File: src/rtl/mc_ctrl_pkg.sv
// mc_ctrl_pkg: shared types and encodings for the multicycle MIPS controller.
// Build option: JUMP_EN adds the JUMP state (opcode 000010 executes as j);
// without it, that opcode is treated as illegal.
package mc_ctrl_pkg;

    typedef enum logic [3:0] {
        S_START    = 4'd0,
        S_FETCH    = 4'd1,
        S_DECODE   = 4'd2,
        S_MEM_ADDR = 4'd3,
        S_MEM_RD   = 4'd4,
        S_MEM_WB   = 4'd5,
        S_MEM_WR   = 4'd6,
        S_EXEC     = 4'd7,
        S_R_WB     = 4'd8,
        S_BRANCH   = 4'd9,
        S_ADDI_EX  = 4'd10,
        S_ADDI_WB  = 4'd11,
        S_ILLEGAL  = 4'd12
`ifdef JUMP_EN
        , S_JUMP   = 4'd13
`endif
    } state_t;

    localparam logic [5:0] OP_RTYPE = 6'b000000;
    localparam logic [5:0] OP_LW    = 6'b100011;
    localparam logic [5:0] OP_SW    = 6'b101011;
    localparam logic [5:0] OP_BEQ   = 6'b000100;
    localparam logic [5:0] OP_ADDI  = 6'b001000;
    localparam logic [5:0] OP_J     = 6'b000010;

    localparam logic [2:0] ALU_ADD   = 3'b000;
    localparam logic [2:0] ALU_SUB   = 3'b001;
    localparam logic [2:0] ALU_FUNCT = 3'b010;

    localparam logic [1:0] SRCB_RT     = 2'b00;
    localparam logic [1:0] SRCB_FOUR   = 2'b01;
    localparam logic [1:0] SRCB_IMM    = 2'b10;
    localparam logic [1:0] SRCB_IMM_SH = 2'b11;

    localparam logic [1:0] PCSRC_ALU    = 2'b00;
    localparam logic [1:0] PCSRC_ALUOUT = 2'b01;
    localparam logic [1:0] PCSRC_JUMP   = 2'b10;

    // State-decoded control word. 'fetch' marks FETCH, where ir_write and
    // pc_write are additionally gated by the live mem_ready handshake.
    typedef struct packed {
        logic       pc_write;
        logic       pc_write_cond;
        logic [1:0] pc_source;
        logic       iord;
        logic       mem_read;
        logic       mem_write;
        logic       fetch;
        logic       reg_dst;
        logic       mem_to_reg;
        logic       reg_write;
        logic       alu_src_a;
        logic [1:0] alu_src_b;
        logic [2:0] alu_op;
        logic       illegal_op;
    } ctrl_t;

    // Moore output decode: every field not set for a state stays 0.
    function automatic ctrl_t decode_outputs(input state_t st);
        ctrl_t c;
        c = '0;
        case (st)
            S_FETCH: begin
                c.fetch     = 1'b1;
                c.mem_read  = 1'b1;
                c.iord      = 1'b0;
                c.alu_src_a = 1'b0;
                c.alu_src_b = SRCB_FOUR;
                c.alu_op    = ALU_ADD;
                c.pc_source = PCSRC_ALU;
            end
            S_DECODE: begin
                c.alu_src_b = SRCB_IMM_SH;
                c.alu_op    = ALU_ADD;
            end
            S_MEM_ADDR, S_ADDI_EX: begin
                c.alu_src_a = 1'b1;
                c.alu_src_b = SRCB_IMM;
                c.alu_op    = ALU_ADD;
            end
            S_MEM_RD: begin
                c.mem_read = 1'b1;
                c.iord     = 1'b1;
            end
            S_MEM_WB: begin
                c.mem_to_reg = 1'b1;
                c.reg_write  = 1'b1;
            end
            S_MEM_WR: begin
                c.mem_write = 1'b1;
                c.iord      = 1'b1;
            end
            S_EXEC: begin
                c.alu_src_a = 1'b1;
                c.alu_src_b = SRCB_RT;
                c.alu_op    = ALU_FUNCT;
            end
            S_R_WB: begin
                c.reg_dst   = 1'b1;
                c.reg_write = 1'b1;
            end
            S_BRANCH: begin
                c.alu_src_a     = 1'b1;
                c.alu_src_b     = SRCB_RT;
                c.alu_op        = ALU_SUB;
                c.pc_write_cond = 1'b1;
                c.pc_source     = PCSRC_ALUOUT;
            end
            S_ADDI_WB: begin
                c.reg_write = 1'b1;
            end
`ifdef JUMP_EN
            S_JUMP: begin
                c.pc_write  = 1'b1;
                c.pc_source = PCSRC_JUMP;
            end
`endif
            S_ILLEGAL: begin
                c.illegal_op = 1'b1;
            end
            default: begin
                c = '0;
            end
        endcase
        return c;
    endfunction

endpackage

File: src/rtl/mc_control_fsm.sv
// mc_control_fsm: Moore sequencing controller for the multicycle MIPS datapath.
// Build option: JUMP_EN enables the JUMP state for opcode 000010.
// Control outputs are registered from the next state, so they are a pure
// function of the current state; only ir_write/pc_write in FETCH also follow
// mem_ready.
module mc_control_fsm
    import mc_ctrl_pkg::*;
(
    input  logic        clk,
    input  logic        reset,
    input  logic [5:0]  opcode,
    input  logic        mem_ready,
    output logic        pc_write,
    output logic        pc_write_cond,
    output logic [1:0]  pc_source,
    output logic        iord,
    output logic        mem_read,
    output logic        mem_write,
    output logic        ir_write,
    output logic        reg_dst,
    output logic        mem_to_reg,
    output logic        reg_write,
    output logic        alu_src_a,
    output logic [1:0]  alu_src_b,
    output logic [2:0]  alu_op,
    output logic        illegal_op,
    output logic [31:0] instr_count
);

    state_t      state_r;
    state_t      next_state_s;
    logic        is_store_r;
    ctrl_t       ctrl_r;
    ctrl_t       ctrl_s;
    logic        retire_s;
    logic [31:0] instr_count_r;

    // Next-state selection; mem_ready only matters in the three memory-wait states.
    always_comb begin
        next_state_s = state_r;
        case (state_r)
            S_START:    next_state_s = S_FETCH;
            S_FETCH: begin
                if (mem_ready) next_state_s = S_DECODE;
                else           next_state_s = S_FETCH;
            end
            S_DECODE: begin
                case (opcode)
                    OP_RTYPE:     next_state_s = S_EXEC;
                    OP_LW, OP_SW: next_state_s = S_MEM_ADDR;
                    OP_BEQ:       next_state_s = S_BRANCH;
                    OP_ADDI:      next_state_s = S_ADDI_EX;
`ifdef JUMP_EN
                    OP_J:         next_state_s = S_JUMP;
`endif
                    default:      next_state_s = S_ILLEGAL;
                endcase
            end
            S_MEM_ADDR: begin
                if (is_store_r) next_state_s = S_MEM_WR;
                else            next_state_s = S_MEM_RD;
            end
            S_MEM_RD: begin
                if (mem_ready) next_state_s = S_MEM_WB;
                else           next_state_s = S_MEM_RD;
            end
            S_MEM_WR: begin
                if (mem_ready) next_state_s = S_FETCH;
                else           next_state_s = S_MEM_WR;
            end
            S_MEM_WB:   next_state_s = S_FETCH;
            S_EXEC:     next_state_s = S_R_WB;
            S_R_WB:     next_state_s = S_FETCH;
            S_BRANCH:   next_state_s = S_FETCH;
            S_ADDI_EX:  next_state_s = S_ADDI_WB;
            S_ADDI_WB:  next_state_s = S_FETCH;
`ifdef JUMP_EN
            S_JUMP:     next_state_s = S_FETCH;
`endif
            S_ILLEGAL:  next_state_s = S_FETCH;
            default:    next_state_s = S_START;
        endcase
    end

    // Control word for the state being entered, plus retire detection
    // (last cycle of a completed instruction that is about to return to FETCH).
    always_comb begin
        ctrl_s   = decode_outputs(next_state_s);
        retire_s = 1'b0;
        case (state_r)
            S_MEM_WB, S_R_WB, S_BRANCH, S_ADDI_WB: retire_s = 1'b1;
`ifdef JUMP_EN
            S_JUMP:                                retire_s = 1'b1;
`endif
            S_MEM_WR:                              retire_s = mem_ready;
            default:                               retire_s = 1'b0;
        endcase
    end

    // State register, registered control word and lw/sw flag captured in DECODE.
    always_ff @(posedge clk or negedge reset) begin
        if (!reset) begin
            state_r    <= S_START;
            ctrl_r     <= '0;
            is_store_r <= 1'b0;
        end else begin
            state_r <= next_state_s;
            ctrl_r  <= ctrl_s;
            if (state_r == S_DECODE) begin
                is_store_r <= (opcode == OP_SW);
            end else begin
                is_store_r <= is_store_r;
            end
        end
    end

    // Retired-instruction counter; wraps naturally at 2^32.
    always_ff @(posedge clk or negedge reset) begin
        if (!reset) begin
            instr_count_r <= 32'd0;
        end else if (retire_s) begin
            instr_count_r <= instr_count_r + 32'd1;
        end else begin
            instr_count_r <= instr_count_r;
        end
    end

    assign pc_write      = ctrl_r.pc_write | (ctrl_r.fetch & mem_ready);
    assign ir_write      = ctrl_r.fetch & mem_ready;
    assign pc_write_cond = ctrl_r.pc_write_cond;
    assign pc_source     = ctrl_r.pc_source;
    assign iord          = ctrl_r.iord;
    assign mem_read      = ctrl_r.mem_read;
    assign mem_write     = ctrl_r.mem_write;
    assign reg_dst       = ctrl_r.reg_dst;
    assign mem_to_reg    = ctrl_r.mem_to_reg;
    assign reg_write     = ctrl_r.reg_write;
    assign alu_src_a     = ctrl_r.alu_src_a;
    assign alu_src_b     = ctrl_r.alu_src_b;
    assign alu_op        = ctrl_r.alu_op;
    assign illegal_op    = ctrl_r.illegal_op;
    assign instr_count   = instr_count_r;

endmodule
File: config.mk
export PLATFORM = sky130hd
export DESIGN_NAME = mc_control_fsm
export DESIGN_NICKNAME = d
export VERILOG_FILES = /design/src/rtl/mc_ctrl_pkg.sv /design/src/rtl/mc_control_fsm.sv
export SDC_FILE = /design/constraint.sdc
export NUM_CORES = 1
export LEC_CHECK = 0
export ABC_AREA = 1
export BUFFER_PORTS_ARGS = -buffer_cell sky130_fd_sc_hd__buf_2
export CAP_MARGIN = 20
export CORE_ASPECT_RATIO = 1.4
export CORE_MARGIN = 4
export CORE_UTILIZATION = 60
export DETAILED_ROUTE_END_ITERATION = 8
export PLACE_DENSITY_LB_ADDON = 0.25
export SYNTH_ARGS = -nofsm -noshare
export SYNTH_HDL_FRONTEND = slang
export SYNTH_SLANG_ARGS = --single-unit
export TNS_END_PERCENT = 50
File: constraint.sdc
create_clock -name clk -period 2.7 [get_ports clk]
set_input_delay 0.54 -clock clk [delete_from_list [all_inputs] [get_ports clk]]
set_output_delay 0.54 -clock clk [all_outputs]
set_load 0.05 [all_outputs]
==> metrics.md <==
| Metric | Value |
|---|---|
| Outcome | `finished clean` |
| Sw frac | `a little under half` |
| Pins Over Slew Limit | `0` |
| Pin count of the biggest net entering global routing | `between 50 and 60` |
| Max rail drop VDD | `~0.00073 V` |
| Initial DRC Count | `approximately 160` |
| Reg2Reg Depth | `8` |
| Row cnt | `30` |
| Kind of critical path | `register to register` |
| Synthesized flop and latch total | `51` |
| Post-synth cell types | `27` |
| # DRC | `0` |
| Maxcap violations | `0` |
| Worst Hold Class | `input pin to async pin` |
| Post-synth top area share | `42.39%` |
| Die Height | `between 90 and 100 microns` |
| Max reg flops | `32` |
| Worst Setup SP | `instr_count[0]` |
| Worst rel slew slack | `around 58%` |
| Die area | `slightly above 6000 sq um` |
| Total leakage power | `1.900 nW` |
| Reg-to-reg setup timing slack | `approximately 0.82 ns` |
| Psw | `about 1.4 mW` |
| Fin nets | `483` |
| Post-DR vias/cell | `5.134` |
| First-pass GRT wire length | `12,030 microns` |
| Placement Setup Slack | `between 0.8 and 0.9 ns` |
| Vias in the first global route | `2,727` |
| Post-DP HPWL | `approximately 5500 microns` |
| Final Hold Viols | `0` |
| Main combinational cell family by area after synthesis | `simple AND/OR/NAND/NOR gates` |
| Global route overflow | `0` |
| Ys async rst share | `between 90% and 100%` |
| DR WL/cell | `~13 microns` |
| Flop pwr share | `about a third` |
| Commonest register cell after synthesis | `dfrtp_1` |
| Crit Path Max Fanout | `6` |
| Total CTS buffers | `5` |
| Final Skew | `0.01015 ns` |
| Setup crit end | `instr_count[10]` |
| RSZ-0062 raised after global routing | `no` |
| Hold_buf cts | `0` |
| Core footprint | `~4800 sq um` |
| Synth Area in Simple Gates | `between 30% and 40%` |
| Ant. Diodes | `0` |
| Clock power share | `a little over a fifth` |
| Synth Area in Adders | `less than 1%` |
| Clk slew on worst S/H paths | `around 0.10 ns` |
| GR Util All Layers | `approximately a quarter` |
| Syn Area/Cell | `7.168 sq um` |
| Worst setup margin | `0.8193 ns` |
| Number of routed nets with antenna violations | `0` |
| CTS Sinks | `51` |
| Post-cts resize count | `0` |
| Gpl congestion | `0.9166` |
| Total wire length | `around 7000 microns` |
| Internal | `approximately 1.6 mW` |
| CP arrival | `2.11 ns` |
| Final worst path period share | `69.66%` |
| Die width | `slightly below 70 microns` |
| Initial antenna violation count | `0` |
| Commonest cells post-synth | `151 x nand2_1, 64 x nor2_1, 51 x dfrtp_1` |
| Clock Latency Late Sink | `roughly 0.31 ns` |
| Crit path capture type | `register` |
| CTS root buf | `clkbuf_8` |
| Cell area after synthesis | `about 3000 sq um` |
| Port bufs | `56` |
| Synth Area in XOR/XNOR | `6.983%` |
| Crit start category | `register` |
| Req. time, crit path | `just under 3 ns` |
| Area contributors post-synth | `dfrtp_1 42%, nand2_1 19%, nor2_1 8.0%, inv_1 5.6%, xor2_1 4.9%` |
| Compound-Gate Fraction of Synth Area | `around 2.3%` |
| Dpl cells | `530` |
| I/O pin total | `between 50 and 60` |
| H-tree levels | `2` |
| Post-layout min period | `between 1.5 and 2 ns` |
| Initial core utilization | `between 60 and 70%` |
| Sequential share of the synthesized area | `between 40% and 50%` |
| Multiplexer share of the synthesized area | `0%` |
| Actual slew at the worst max-slew pin | `around 0.62 ns` |
| CTS tree | `built` |
| Setup violators final | `0` |
| DRT Pass-1 Iters | `4` |
| Via Count | `approximately 2,800` |
| EDFF count, synth | `0` |
| Post-route insts no fill | `approximately 540` |
| R2r endpoint | `instr_count[10]` |
| Synthesized instance count | `420` |
| Power density cells | `877.1 nW/um^2` |
| Worst reg2reg startpoint | `instr_count[0]` |
| Count leader, synth | `nand2_1` |
| Final TNS setup | `0 ns` |
| Setup bufs post-CTS | `0` |
| Share of cells above drive strength 1 | `16.24%` |
| Synthesis warning total | `0` |
| Clk buf depth | `2` |
| Highest clock rate | `approximately 530 MHz` |
| Layout area overhead | `13.76%` |
| Comb pwr share | `about 45%` |
| Leading area contributor after synthesis | `dfrtp_1` |
==> power groups by stage <==
stage               Combinational, mW  Clock (mW)  Sequential, mW
global route                     1.48       0.666            1.04
detailed placement               1.35           0            1.03
CTS                              1.35       0.641            1.02
finish                           1.35       0.632            1.02
floorplan                       0.831           0            1.32
global placement                 1.32           0            1.03
==> through the flow <==
step	utilization [%]	total power [mW]	cell area (sq um)	hold WS, ns
floorplan	-	2.155	3014	0.2444
global placement	67.91	2.355	3288	0.4947
detailed placement	67.91	2.387	3288	0.4970
CTS	70.72	3.014	3425	0.3514
global route	70.72	3.189	3425	0.3912
finish	70.72	3.004	3425	0.3291
==> worst max-delay path, stage by stage (launching register included) <==
cell and delay, ns:
dfrtp_1 0.46, ha_1 0.28, inv_1 0.10, nor3_1 0.29
nand2_1 0.14, inv_1 0.15, nand2_4 0.08, nor2_1 0.14
xor2_1 0.16
==> per-layer routing <==
layer | vias up | wire length, microns | GRT usage, %
met5 | - | 0 | 0
met4 | 0 | 237 | 10.78
met3 | 19 | 286 | 4.167
met2 | 65 | 3973 | 46.06
met1 | 1298 | 2586 | 26.99
li1 | 1380 | - | -
==> layout by cell type, fill, tap and decap left out, types with 6 or more instances in the layout <==
cell        n
buf_2      56
dfrtp_1    51
inv_1      45
nand2_1   151
nand3_1    21
nand3b_1    6
nor2_1     64
nor3_1     13
o21ai_0    10
xnor2_1     7
xor2_1     17
==> worst min path at each step <==
stage                from  slack [ns]         endpoint
2_1_floorplan       reset        0.24        alu_op[0]
3_3_place_gp   is_store_r        0.49       is_store_r
3_5_place_dp   is_store_r        0.50       is_store_r
4_1_cts             reset        0.35  instr_count[17]
5_1_grt             reset        0.39  instr_count[17]
6_report            reset        0.33  instr_count[17]
==> cell type report <==
cell class              instances  area [sq um]
multi-input cells             311          1468
repair buffers                 57         287.8
fillers                       411          1418
clock buffers                   5         68.82
well taps                      64         80.08
clock inverters                 3         67.56
inverters                      47         176.4
flip-flops and latches         51          1276
==> kinds of logic (layout without fill, tap and decap cells) <==
group | Yosys count | count (layout)
other | 1 | 2
buffers and inverters | 59 | 112
and+or+nand+nor | 271 | 271
adders and majority gates | 1 | 1
DFF | 51 | 51
AOI/OAI and AO/OA | 13 | 13
xor gates and xnor gates | 24 | 24
No activity file was read; power rests on OpenSTA's default activity.
